**config.mk**
```make
export PLATFORM = sky130hd
export DESIGN_NAME = multicycle_control
export DESIGN_NICKNAME = d
export VERILOG_FILES = /design/src/rtl/multicycle_control.sv
export SDC_FILE = /design/constraint.sdc
export NUM_CORES = 1
export LEC_CHECK = 0
export CAP_MARGIN = 20
export CELL_PAD_IN_SITES_DETAIL_PLACEMENT = 0
export CELL_PAD_IN_SITES_GLOBAL_PLACEMENT = 1
export CORE_UTILIZATION = 35
export DETAILED_ROUTE_END_ITERATION = 7
export GPL_ROUTABILITY_DRIVEN = 0
export PLACE_DENSITY = 0.94
export SKIP_LAST_GASP = 1
export SYNTH_ARGS = -nofsm -noshare
export SYNTH_HDL_FRONTEND = slang
export SYNTH_SLANG_ARGS = --single-unit
```
**constraint.sdc**
```tcl
create_clock -name CLK -period 4.15 [get_ports CLK]
set_input_delay 0.6225 -clock CLK [delete_from_list [all_inputs] [get_ports CLK]]
set_output_delay 0.6225 -clock CLK [all_outputs]
set_load 0.005 [all_outputs]
```
**src/rtl/multicycle_control.sv**
```systemverilog
// Multicycle CPU control unit: the FSM sequences fetch/decode/execute/memory/writeback
// and counts retired instructions.
module multicycle_control #(
  parameter int OPW = 4
) (
  input  logic           CLK,
  input  logic           Reset,
  input  logic           Run,
  input  logic [OPW-1:0] Opcode,
  input  logic           Zero,
  input  logic           MemReady,
  output logic           PCWrite,
  output logic           IRWrite,
  output logic           MemRead,
  output logic           MemWrite,
  output logic           RegWrite,
  output logic           Halted,
  output logic [1:0]     PCSrc,
  output logic [1:0]     ALUSrcB,
  output logic [1:0]     ALUOp,
  output logic [2:0]     State,
  output logic [11:0]    InstrCount
);

  typedef enum logic [2:0] {
    S_IDLE    = 3'd0,
    S_FETCH   = 3'd1,
    S_DECODE  = 3'd2,
    S_EXEC    = 3'd3,
    S_MEM     = 3'd4,
    S_WB      = 3'd5,
    S_HALT    = 3'd6,
    S_ILLEGAL = 3'd7
  } state_t;

  localparam logic [OPW-1:0] OP_RTYPE = OPW'(0);
  localparam logic [OPW-1:0] OP_BEQ   = OPW'(4);
  localparam logic [OPW-1:0] OP_JMP   = OPW'(5);
  localparam logic [OPW-1:0] OP_HALT  = OPW'(15);

  state_t         state_reg, state_next;
  logic [11:0]    count_reg, count_next;
  logic [OPW-1:0] opcode_reg, opcode_next;
  logic [4:0]     is_op;
  logic           is_rtype, is_addi, is_lw, is_sw, is_beq;
  logic           retire;

  // One-hot class flags from the opcode captured in DECODE.
  genvar gi;
  generate
    for (gi = 0; gi < 5; gi++) begin : g_dec
      assign is_op[gi] = (opcode_reg == OPW'(gi));
    end
  endgenerate

  assign is_rtype = is_op[0];
  assign is_addi  = is_op[1];
  assign is_lw    = is_op[2];
  assign is_sw    = is_op[3];
  assign is_beq   = is_op[4];

  assign opcode_next = (state_reg == S_DECODE) ? Opcode : opcode_reg;

  // Entering FETCH from IDLE starts the machine and is not a retirement.
  assign retire = (state_next == S_FETCH) &&
                  ((state_reg == S_DECODE) || (state_reg == S_EXEC) ||
                   (state_reg == S_MEM)    || (state_reg == S_WB));
  assign count_next = count_reg + {11'd0, retire};

  always_ff @(posedge CLK) begin
    if (Reset) begin
      state_reg  <= S_IDLE;
      count_reg  <= '0;
      opcode_reg <= '0;
    end else begin
      state_reg  <= state_next;
      count_reg  <= count_next;
      opcode_reg <= opcode_next;
    end
  end

  always_comb begin
    state_next = state_reg;
    case (state_reg)
      S_IDLE:   if (Run) state_next = S_FETCH;
      S_FETCH:  if (MemReady) state_next = S_DECODE;
      S_DECODE: begin
        if (Opcode <= OP_BEQ)       state_next = S_EXEC;
        else if (Opcode == OP_HALT) state_next = S_HALT;
        else                        state_next = S_FETCH;
      end
      S_EXEC: begin
        if (is_rtype || is_addi)  state_next = S_WB;
        else if (is_lw || is_sw)  state_next = S_MEM;
        else                      state_next = S_FETCH;
      end
      S_MEM: begin
        if (!(is_lw || is_sw))    state_next = S_FETCH;
        else if (MemReady)        state_next = is_lw ? S_WB : S_FETCH;
      end
      S_WB:     state_next = S_FETCH;
      S_HALT:   state_next = S_HALT;
      default:  state_next = S_HALT;
    endcase
  end

  always_comb begin
    PCWrite  = 1'b0;
    IRWrite  = 1'b0;
    MemRead  = 1'b0;
    MemWrite = 1'b0;
    RegWrite = 1'b0;
    Halted   = 1'b0;
    PCSrc    = 2'b00;
    ALUSrcB  = 2'b00;
    ALUOp    = 2'b00;
    case (state_reg)
      S_FETCH: begin
        MemRead = 1'b1;
        ALUSrcB = 2'b01;
        if (MemReady) begin
          IRWrite = 1'b1;
          PCWrite = 1'b1;
        end
      end
      S_DECODE: begin
        ALUSrcB = 2'b11;
        if (Opcode == OP_JMP) begin
          PCWrite = 1'b1;
          PCSrc   = 2'b10;
        end
      end
      S_EXEC: begin
        if (is_rtype) begin
          ALUOp = 2'b10;
        end else if (is_addi || is_lw || is_sw) begin
          ALUSrcB = 2'b10;
        end else if (is_beq) begin
          ALUOp   = 2'b01;
          PCWrite = Zero;
          PCSrc   = 2'b01;
        end
      end
      S_MEM: begin
        MemRead  = is_lw;
        MemWrite = is_sw;
      end
      S_WB:    RegWrite = 1'b1;
      S_HALT:  Halted = 1'b1;
      default: ;
    endcase
  end

  assign State      = state_reg;
  assign InstrCount = count_reg;

  // Keeps the R-type opcode constant referenced for readers; decode uses is_op[0].
  logic unused_ok;
  assign unused_ok = &{1'b0, OP_RTYPE};

endmodule

```
==> summary.txt <==
Clock network
  – Clock slew at reported path FFs: 110 ps
  – Clock Sinks: 19
  – Inserted Clock Buffers: 3
  – H-tree depth: 1
  – CTS tree: built
  – Clk_lat worst skew: 300 ps
  – Post-cts sizing count: 0
  – CTS Hold Bufs: 0
  – Setup Buffers After CTS: 0
  – Clk buf depth: 2
  – Root buf cell: clkbuf_4

Power and ir drop
  – Pwr dens: 234.3 nW/um2
  – Leak Pwr: 0.0005174 uW
  – Max IR drop VDD: 0.0001243 V
  – Total design power: 347.1 uW

Global route
  – Initial antenna violation count: 0
  – Largest net degree at the start of global routing: 21
  – Global-route wire length before repair: 4498 um
  – Global Route Usage Sum: 16.95%
  – Vias in the first global route: 998
  – Remaining global-route overflow: 0

Cells and area
  – Leading cell type in the layout, fill and taps excluded: clkdlybuf4s50_1
  – Layout Nets: 173
  – Share of cells above drive strength 1: 7.453%
  – Commonest non-fill, non-tap cells in the layout: clkdlybuf4s50_1 (35), dfxtp_1 (19), nor2_1 (9)
  – Largest register FFs: 12
  – Area delta synth->final: 35.78%
  – Diodes inserted: 0

STA
  – Fin. Hold Viols: 0
  – Worst-Margin Slew: 533.3 ps
  – Setup TNS: 0 ps
  – Slew HR: 63.95%
  – Tcrit/Tclk final: 72.83%
  – RSZ-0062 raised after global routing: no
  – Final setup fails: 0
  – Final worst path period need: 3023 ps
  – Worst setup margin: 1127 ps
  – Fin. max-slew vios: 0
  – Fmax: 330.8 MHz
  – Clock Skews: 6.414 ps

Die
  – Die width: 57.83 um
  – Initial Util: 38.25%
  – Site Rows: 19
  – Die Area: 3344 um2
  – Die Y: 57.83 um
  – Core Box Area: 2853 um2
  – # IOs: 36

Synth
  – Area leader, netlist: dfxtp_1
  – Top cells by area, synth: dfxtp_1 (35%), nor2b_1 (4.0%), a21oi_1 (3.7%), mux2i_1 (3.7%), nor2_1 (3.1%)
  – Seq/Total Area, Yosys: 34.86%
  – Post-Syn Nets: 138
  – Mapped Area: 1091 um2
  – Mean area per synthesized cell: 8.591 um2
  – EDFF count, synth: 0
  – Yosys cell types: 46
  – Synth Register Bits: 19
  – Predominant post-synthesis flop cell: dfxtp_1
  – Top-area cell type share of the netlist area: 34.86%
  – Syn. warnings: 0
  – Ys async rst share: 0%
  – Gate count of the mapped netlist: 127

Worst setup path
  – Critical Path AT: 3250 ps
  – CP endpoint kind: flip-flop
  – Worst-path maximum fanout: 5
  – Startpoint type of the worst setup path: input pin
  – Data required time at the worst endpoint: 4380 ps
  – CP Class: input pin to flip-flop

Detailed routing
  – 1st-iter DRT viols: 38
  – Routed Antenna Nets: 0
  – DRC: 5
  – Total number of vias: 1,107
  – Vias per std cell: 5.766
  – Per-cell routed wire length: 14.34 um
  – First-pass detailed-route iteration total: 6
  – Post-Route WL: 2754 um

Placement
  – DPL Wire Length: 1980 um
  – Setup WS pre-CTS: 880.1 ps
  – Port bufs: 35

Run status
  – Status: finished with violations
  – Failing checks: design-rule violations

Worst hold path
  – Min-delay worst type: flip-flop to flip-flop

Flow run
  – Max Cap Violations: 0
==> where the power goes <==
part / internal [uW] / switching, uW
logic: 35.5 / 23.1
clock network: 37.5 / 55.8
registers: 186 / 8.80
==> Yosys cell counts (3+ instances only) <==
| library cell | count |
|---|---|
| and2_1 | 3 |
| dfxtp_1 | 19 |
| nor2_1 | 9 |
| nor4_1 | 3 |
| mux2i_1 | 4 |
| nor4b_1 | 3 |
| nand2_1 | 4 |
| o21ai_0 | 6 |
| nor2b_1 | 7 |
| or3_2 | 3 |
| and3_1 | 3 |
| nand2b_1 | 3 |
| inv_1 | 5 |
| nand3_1 | 6 |
| a21oi_1 | 8 |
==> layer usage <==
| metal | wire, um | share of wire, % | vias up | GRT usage, % |
|---|---|---|---|---|
| met5 | 0 | 0 | - | 0 |
| met4 | 30 | 1.1 | 0 | 6.122 |
| met3 | 184 | 6.7 | 3 | 2.902 |
| met2 | 1307 | 47 | 44 | 28.08 |
| met1 | 1232 | 45 | 523 | 22.16 |
| li1 | - | - | 537 | - |
==> metrics by stage <==
step | hold WS, ps | util (%) | cells | cell area, um2
2_1_floorplan | 468.2 | - | 127 | 1091
3_5_place_dp | 469.6 | 51.01 | 188 | 1455
5_1_grt | 516.3 | 51.93 | 192 | 1481
6_report | 488.7 | 51.93 | 192 | 1481
3_3_place_gp | 464.6 | 51.01 | 188 | 1455
4_1_cts | 490.4 | 51.93 | 192 | 1481
==> worst max-delay path, stage by stage <==
cell             delay, ps
clkdlybuf4s50_1        510
nand4_1                200
o211ai_1               110
a2111oi_1              420
ha_1                   330
ha_1                   270
inv_1                  100
or4_1                  520
a21oi_1                180
==> logic make-up (layout without fill, tap and decap cells) <==
kind of cell / after synthesis / in the layout / share of synthesized area [%]
muxes: 5 / 5 / 4.702
DFF: 19 / 19 / 34.86
xor gates and xnor gates: 3 / 3 / 2.409
and+or+nand+nor: 58 / 58 / 33.26
AOI/OAI and AO/OA: 29 / 29 / 17.78
adders and majority gates: 2 / 2 / 2.293
buffers and inverters: 11 / 45 / 4.702
==> path summary, 6_finish.rpt <==
check             depth (start not counted)           start              to  slack, ps
setup / recovery                          9       Opcode[3]  InstrCount[10]       1130
hold / removal                            2  InstrCount[11]  InstrCount[11]        490
setup reg to reg                          8        State[1]  InstrCount[10]       1340
hold reg to reg                           2  InstrCount[11]  InstrCount[11]        490
==> area by class of cell <==
type | instances | area, um2
Inverter | 5 | 18.77
Clock buffer | 4 | 26.28
Fill cell | 285 | 1371
Multi-Input combinational cell | 97 | 659.4
Tap cell | 31 | 38.79
Timing Repair Buffer | 36 | 357.8
Sequential cell | 19 | 380.4
(Power assumes the default switching activity.)
